File: src/rtl/line_buffer_kxk.sv
`default_nettype none
// ============================================================================
// line_buffer_kxk : streaming KxK window generator with K-1 line memories,
//                   stride gating, valid/ready output slice and frame resync.
// Revision 1.0
// ============================================================================
module line_buffer_kxk #(
  parameter int DATA_BITS = 24,
  parameter int IMG_W     = 24,
  parameter int IMG_H     = 24,
  parameter int K         = 2,
  parameter int STRIDE    = 2
) (
  input  logic                       clk,
  input  logic                       rst_n,
  input  logic [DATA_BITS-1:0]       data_in,
  input  logic                       valid_in,
  input  logic                       sof_in,
  output logic                       in_ready,
  output logic [K*K*DATA_BITS-1:0]   window,
  output logic                       window_valid,
  input  logic                       out_ready,
  output logic                       frame_done
);

  localparam int CW = (IMG_W > 1) ? $clog2(IMG_W) : 1;
  localparam int RW = (IMG_H > 1) ? $clog2(IMG_H) : 1;
  localparam int PW = (STRIDE > 1) ? $clog2(STRIDE) : 1;
  localparam int WB = K * K * DATA_BITS;

  localparam logic [CW-1:0] COL_LAST  = CW'(IMG_W - 1);
  localparam logic [CW-1:0] COL_FIRST = CW'(K - 1);
  localparam logic [RW-1:0] ROW_LAST  = RW'(IMG_H - 1);
  localparam logic [RW-1:0] ROW_FIRST = RW'(K - 1);
  localparam logic [PW-1:0] PH_LAST   = PW'(STRIDE - 1);

  logic [DATA_BITS-1:0] line_q [0:K-2][0:IMG_W-1];
  logic [DATA_BITS-1:0] column [0:K-1];

  logic [CW-1:0] col_cnt_q, col_cnt_d, col_eff;
  logic [RW-1:0] row_cnt_q, row_cnt_d, row_eff;
  logic [PW-1:0] col_ph_q, col_ph_d, col_ph_eff;
  logic [PW-1:0] row_ph_q, row_ph_d, row_ph_eff;
  logic [WB-1:0] shreg_q, shreg_d;
  logic [WB-1:0] window_q, window_d;
  logic          win_valid_q, win_valid_d;
  logic          frame_done_q, frame_done_d;
  logic          accept, col_wrap, row_wrap, qualify;

  assign in_ready = out_ready || !win_valid_q;
  assign accept   = valid_in && in_ready;

  // A start-of-frame pixel is evaluated as (0,0) regardless of the counters.
  assign col_eff    = sof_in ? '0 : col_cnt_q;
  assign row_eff    = sof_in ? '0 : row_cnt_q;
  assign col_ph_eff = (col_eff == COL_FIRST) ? '0 : col_ph_q;
  assign row_ph_eff = (row_eff == ROW_FIRST) ? '0 : row_ph_q;
  assign col_wrap   = (col_eff == COL_LAST);
  assign row_wrap   = (row_eff == ROW_LAST);
  assign qualify    = (row_eff >= ROW_FIRST) && (col_eff >= COL_FIRST) &&
                      (row_ph_eff == '0) && (col_ph_eff == '0);

  always_comb begin
    for (int r = 0; r < K - 1; r++) begin
      column[r] = line_q[K-2-r][col_eff];
    end
    column[K-1] = data_in;
  end

  always_comb begin
    shreg_d = shreg_q;
    if (accept) begin
      for (int r = 0; r < K; r++) begin
        for (int c = 0; c < K - 1; c++) begin
          shreg_d[(r*K+c)*DATA_BITS +: DATA_BITS] = shreg_q[(r*K+c+1)*DATA_BITS +: DATA_BITS];
        end
        shreg_d[(r*K+K-1)*DATA_BITS +: DATA_BITS] = column[r];
      end
    end
  end

  // Phases are written back already resolved so a forced zero persists for the row.
  always_comb begin
    col_cnt_d = col_cnt_q;
    row_cnt_d = row_cnt_q;
    col_ph_d  = col_ph_q;
    row_ph_d  = row_ph_q;
    if (accept) begin
      col_cnt_d = col_wrap ? '0 : col_eff + 1'b1;
      col_ph_d  = (col_ph_eff == PH_LAST) ? '0 : col_ph_eff + 1'b1;
      row_cnt_d = row_eff;
      row_ph_d  = row_ph_eff;
      if (col_wrap) begin
        row_cnt_d = row_wrap ? '0 : row_eff + 1'b1;
        row_ph_d  = (row_ph_eff == PH_LAST) ? '0 : row_ph_eff + 1'b1;
      end
    end
  end

  always_comb begin
    win_valid_d  = win_valid_q;
    window_d     = window_q;
    frame_done_d = accept && col_wrap && row_wrap;
    if (accept && qualify) begin
      win_valid_d = 1'b1;
      window_d    = shreg_d;
    end else if (out_ready) begin
      win_valid_d = 1'b0;
    end
  end

  always_ff @(posedge clk or negedge rst_n) begin
    if (!rst_n) begin
      col_cnt_q    <= '0;
      row_cnt_q    <= '0;
      col_ph_q     <= '0;
      row_ph_q     <= '0;
      shreg_q      <= '0;
      window_q     <= '0;
      win_valid_q  <= 1'b0;
      frame_done_q <= 1'b0;
    end else begin
      col_cnt_q    <= col_cnt_d;
      row_cnt_q    <= row_cnt_d;
      col_ph_q     <= col_ph_d;
      row_ph_q     <= row_ph_d;
      shreg_q      <= shreg_d;
      window_q     <= window_d;
      win_valid_q  <= win_valid_d;
      frame_done_q <= frame_done_d;
    end
  end

  always_ff @(posedge clk) begin
    if (accept) begin
      line_q[0][col_eff] <= data_in;
      for (int m = 1; m < K - 1; m++) begin
        line_q[m][col_eff] <= line_q[m-1][col_eff];
      end
    end
  end

  assign window       = window_q;
  assign window_valid = win_valid_q;
  assign frame_done   = frame_done_q;

endmodule
`default_nettype wire
File: config.mk
export PLATFORM = sky130hd
export DESIGN_NAME = line_buffer_kxk
export DESIGN_NICKNAME = d
export VERILOG_FILES = /design/src/rtl/line_buffer_kxk.sv
export SDC_FILE = /design/constraint.sdc
export NUM_CORES = 1
export LEC_CHECK = 0
export ABC_AREA = 1
export CAP_MARGIN = 20
export CORE_AREA = 3 3 273 275
export DETAILED_ROUTE_END_ITERATION = 10
export DIE_AREA = 0 0 276 278
export SYNTH_ARGS = -nofsm -noshare
export SYNTH_HDL_FRONTEND = slang
export SYNTH_SLANG_ARGS = --single-unit
File: constraint.sdc
create_clock -name clk -period 4.5 [get_ports clk]
set_clock_uncertainty 0.15 [all_clocks]
set_input_delay 1.35 -clock clk [delete_from_list [all_inputs] [get_ports clk]]
set_output_delay 1.35 -clock clk [all_outputs]
set_load 0.05 [all_outputs]
Yosys cells after proc, flatten, opt, wreduce, memory -nomap -nowiden
Memory sizes are Yosys's and may differ from the RTL's.
Index checks and enable logic that the tools add are counted.
Widths: inputs -> output; s select.
{"block": "classes", "n_lt_le_gt_ge": 4, "n_bitwise": 3, "reduce_logical": 11, "addsub": 4, "eq_ne": 4, "n_mux": 20}
{"cell": "$mux 576", "count": 1}
{"cell": "$bmux 24 s5", "count": 1}
{"cell": "$demux 24 s5", "count": 1}
{"cell": "$mux 96", "count": 1}
{"cell": "$mux 24", "count": 3}
{"cell": "$mux 5", "count": 5}
{"cell": "$add 5x1->5 const B", "count": 2}
{"cell": "$eq 5x1->1 const B", "count": 2}
{"cell": "$eq 5x5->1 const B", "count": 2}
{"cell": "$ge 5x1->1 const B", "count": 2}
{"cell": "$logic_and 1x1->1", "count": 8}
{"cell": "$mux 1", "count": 8}
{"cell": "$ge 6x6->1 const B", "count": 1}
{"cell": "$lt 6x1->1 const B", "count": 1}
{"cell": "$not 5->6", "count": 1}
{"cell": "$add 1x1->1 const B", "count": 2}
{"cell": "$not 1->1", "count": 2}
{"cell": "$reduce_bool 2->1", "count": 1}
{"cell": "$logic_not 1->1", "count": 1}
{"cell": "$logic_or 1x1->1", "count": 1}
{"block": "word_totals", "ramBits": 576, "n_memories": 1, "input_bits": 29, "elab_cells": 55, "output_inout_bits": 99, "register_bits": 206}
{"memory": "line_q", "words": 1, "word_bits": 576, "read_ports": 1, "rd_clocked_by_memory_dff": 0, "write_ports": 1, "line": "37", "text": "logic [DATA_BITS-1:0] line_q [0:K-2][0:IMG_W-1];"}

Longest topological paths before layout
{"block": "logic_depth", "word_depth": 8, "depth_mapped": 16, "depth_no_buf": 13}

Worst setup path before layout
Ideal clock, no wire load.
{"block": "synth_path", "path_kind": "input to register", "startpoint": "in out_ready", "endpoint": "mem line_q[0][192] in the netlist's numbering, enable pin", "slack_ns": -0.270, "setup_ns": 0.435, "n_path_buf": 2, "required_time_ns": 3.915, "cell_stages": 6, "arrival_ns": 4.185, "cell_sequence": "inv_1 -> nand2_1 -> nand2_1 -> clkbuf_1 -> clkbuf_1 -> nor3_1"}
{"block": "synth_via", "elab_chain_len": 4}
{"item": "from (decl)", "line": "22", "text": "input logic out_ready,"}
{"item": "$logic_or 1x1->1", "line": "50", "text": "assign in_ready = out_ready || !win_valid_q;"}
{"item": "named net in_ready", "line": "19", "text": "output logic in_ready,"}
{"item": "$logic_and 1x1->1", "line": "51", "text": "assign accept = valid_in && in_ready;"}
{"item": "$mux 1", "line": "135", "text": "if (accept) begin"}
{"item": "$mux 576 (not written as such)", "line": "136", "text": "line_q[0][col_eff] <= data_in;"}
{"item": "to (decl)", "line": "37"}
The timed path passes the listed nets, and every way through them passes these cells.

Final worst setup path
{"block": "layout_path", "startpoint": "in sof_in", "endpoint": "reg window_q[50], in the netlist window[50]"}
{"block": "layout_via", "elab_chain_len": 7, "elab_cells_between_ends": 14, "classes_between": "order compare (2); eq/ne (2); mux (4); bitwise (2); reduce/logical (4)"}
{"item": "from (decl)", "line": "18", "text": "input logic sof_in,"}
{"item": "parallel branches: the longest is 5 deep, another holds $ge 5x1->1"}
{"item": "$logic_and 1x1->1 (*)", "line": "61", "text": "(row_ph_eff == '0) && (col_ph_eff == '0);"}
{"item": "$logic_and 1x1->1 (*)", "line": "104", "text": "if (accept && qualify) begin"}
{"item": "to (signal assigned)", "line": "128", "text": "window_q <= window_d;"}
{"item": "to (decl)", "line": "45", "text": "logic [WB-1:0] window_q, window_d;"}
Mark *: on every way between the ends.
A chain may end at the register's enable or synchronous reset.

==> reports/qor.csv <==
stage,metric,value,unit
clock_network,Skew-Pair Late Insertion Delay,0.62,ns
power,Comb pwr share,22.0,%
finish,n_diodes,0,
logic_synthesis,Post-Synthesis Cells,3187,
logic_synthesis,Synth Cell Area,32500,sq um
clock_network,clk buf depth,3,
placed_design,number of port buffers,127,
power,Clock Power Share,33.5,%
clock_network,cts bufs inserted,82,
global_routing,first-pass GRT wire length,135000,um
worst_setup_path,critical path endpoint category,register,
detailed_routing,via count,22587,
sta,Slew @ Worst Pin,1.10,ns
power,"Power, Total",19.7,mW
sta,Post-Route Setup TNS,0,ns
worst_hold_path,Hold Path Class,reg -> reg,
finish,"most common cell after layout, fill and taps aside",nand2_1,
sta,Max Slew Vio Count,0,
clock_network,Post-CTS Setup Inserts,0,
finish,most frequent cells in the layout,"nand2_1 (1219), edfxtp_1 (576), nand3_1 (414)",
finish,layout cells sized above 1,8.28,%
run_status,status,"finished, final reports clean",
logic_synthesis,"Seq/Total Area, Yosys",69.1,%
die,Initial Util,44.7,%
placed_design,DP HPWL,53800,um
job,max_cap viols,0,
die,# rows,99,
clock_network,cts-stage hold buffer count,0,
sta,endpoints failing setup,0,
power,Power Density,517,nW/um^2
detailed_routing,drt drc,0,
logic_synthesis,register bit total from synthesis,782,
power,Net Sw Frac,31.3,%
logic_synthesis,Synth cell types,33,
power,Max VDD drop,0.484,mV
die,die height,278,um
clock_network,cts repair resizes,0,
clock_network,H-Tree Depth,3,
worst_setup_path,CP bufs+invs,3,
power,leakage power,16.7,nW
sta,Max Fclk,0.266,GHz
global_routing,GRT Max-Usage Layer,met2,
worst_setup_path,Slowest cell on crit path,buf_4,
die,core area,72600,sq um
worst_setup_path,Setup CP Type,in -> reg,
logic_synthesis,Mean Syn Cell Area,10.2,sq um
sta,Final Hold Viols,0,
worst_setup_path,CP Data Arrival Time,4.16,ns
die,full die area,76700,sq um
worst_setup_path,CP max FO,97,
detailed_routing,Initial DRC Count,2152,
detailed_routing,routed wire length per instance,20.3,um
worst_setup_path,"delay-heaviest family, CP",buffers and inverters,
sta,Final Cycle Share,83.5,%
worst_setup_path,crit start category,input pin,
global_routing,met2 usage,35.7,%
global_routing,Total GRT Usage,23.1,%
clock_network,Root Buffer,clkbuf_16,
logic_synthesis,post-synthesis net count,3222,
logic_synthesis,Synthesis Warnings,0,
power,sequential share of power,44.4,%
detailed_routing,TritonRoute pass-1 iters,5,
finish,area grow syn2layout,17.6,%
global_routing,largest net degree at the start of global routing,98,
placed_design,Final Wtd Congestion,0.839,
worst_setup_path,worst-path cell chain,"clkdlybuf4s50_1, clkinv_2, nand2_4, nand2_4, nor2_4, nand4_1, nand3_4, buf_4, nand2_1, nand2_1",
detailed_routing,Detailed Route WL,88800,um
sta,Rel. slew slack,27.0,%
global_routing,met1 Track Usage GR,32.8,%
power,reported net switching power,6.18,mW
power,internal cell power,13.6,mW
worst_setup_path,Max stage delay on crit path,0.78,ns
global_routing,grt ovf,0,
clock_network,"Reg clk slew, reported paths",0.06,ns
worst_setup_path,CP required,4.90,ns
global_routing,initial antenna violation count,3,
clock_network,CTS tree,built,
die,I/O pins,128,
finish,Post-layout nets,3387,
clock_network,clk sinks,782,
detailed_routing,post-route ant nets,0,
global_routing,vias in the first global route,21983,
sta,crit path time final,3.76,ns
global_routing,met3 usage,4.01,%
sta,RSZ-0062 raised after global routing,false,
detailed_routing,routed vias/inst,5.16,
die,die width,276,um
worst paths after layout:
| check | start | end | slack, ns | cells past startpoint |
|---|---|---|---|---|
| worst max-delay path | sof_in | window[50] | 0.74 | 10 |
| worst min-delay path | row_cnt_q[3] | frame_done | 0.32 | 1 |
| worst max register to register | col_cnt_q[0] | line_q[0][493] | 1.62 | 7 |
| worst min register to register | row_cnt_q[3] | frame_done | 0.32 | 1 |
| max in group asynchronous | rst_n | row_cnt_q[4] | 2.77 | 2 |
| min in group asynchronous | rst_n | window[11] | 0.59 | 1 |
worst reg2reg max path, delay by kind of cell (launching register included):
| kind | cells | cell delay, ns |
|---|---|---|
| adders and majority gates | 1 | 0.30 |
| buffers and inverters | 3 | 0.69 |
| DFF | 1 | 0.63 |
| and+or+nand+nor | 3 | 0.79 |
cell usage after synthesis (all sizes together):
| cell type | instances | area, sq um |
|---|---|---|
| nand4 | 2 | 12.5 |
| o22ai | 2 | 12.5 |
| nand3 | 415 | 2080 |
| nor3 | 2 | 10.0 |
| xnor2 | 1 | 8.76 |
| nor4 | 1 | 6.26 |
| clkbuf | 79 | 297 |
| inv | 316 | 1190 |
| a21oi | 25 | 129 |
| nand2 | 1225 | 4620 |
| xor2 | 4 | 35.0 |
| nand3b | 24 | 180 |
| a22oi | 1 | 7.51 |
| a21o | 1 | 7.51 |
| ha | 6 | 75.1 |
| o21ai | 35 | 175 |
| nor2 | 175 | 669 |
| o221ai | 1 | 8.76 |
| edfxtp | 576 | 17300 |
| dfrtp | 206 | 5150 |
| buf | 88 | 483 |
| o21bai | 2 | 15.0 |
flip-flops by register name, summed over array words and instances, names as in the netlist:
name and cells:
frame_done 1, col_ph_q 1, window 96, col_cnt_q 5
row_ph_q 1, line_q 576, shreg_q 96, window_valid 1
row_cnt_q 5
area by class of cell:
class / count / area [sq um]
Clock buffer: 118 / 2320
Clock inverter: 31 / 314
Fill cell: 6373 / 34400
Inverter: 316 / 1190
Multi-Input combinational cell: 1922 / 8170
Sequential cell: 782 / 22500
Tap cell: 959 / 1200
Timing Repair Buffer: 248 / 2530
per-layer routing:
metal / part of all wire, % / routed length, um
met5: 0.014 / 12
met2: 45 / 40100
met1: 43 / 38400
met3: 7.8 / 6890
met4: 3.8 / 3400
power groups by stage:
stage | Combinational [mW] | Clock, mW | Sequential [mW]
after floorplan | 1.47 | 0 | 10.1
after global placement | 4.32 | 0 | 8.91
after detailed placement | 4.37 | 0 | 8.91
after CTS | 4.38 | 6.75 | 8.78
after global routing | 4.69 | 7.04 | 8.84
final | 4.35 | 6.62 | 8.78
logic make-up after synthesis:
group,count (synthesis),synth area share [%]
simple gates,1844,23.4
compound gates,67,1.09
buf+inv,483,6.05
fa+ha+maj,6,0.231
xor+xnor,5,0.135
flops,782,69.1
stage by stage:
step                instances  area, sq um  hold WS [ns]  utilization (%)  worst slack [ns]
finish                   4376        38200         0.324             52.6             0.743
global route             4376        38200         0.340             52.6             0.549
CTS                      4376        38200         0.313             52.6             0.741
detailed placement       4227        35500         0.306             49.0            0.0968
global placement         4227        35500         0.280             49.0             0.216
floorplan                3187        32500         0.261                -            0.0815
(Power assumes the default switching activity.)
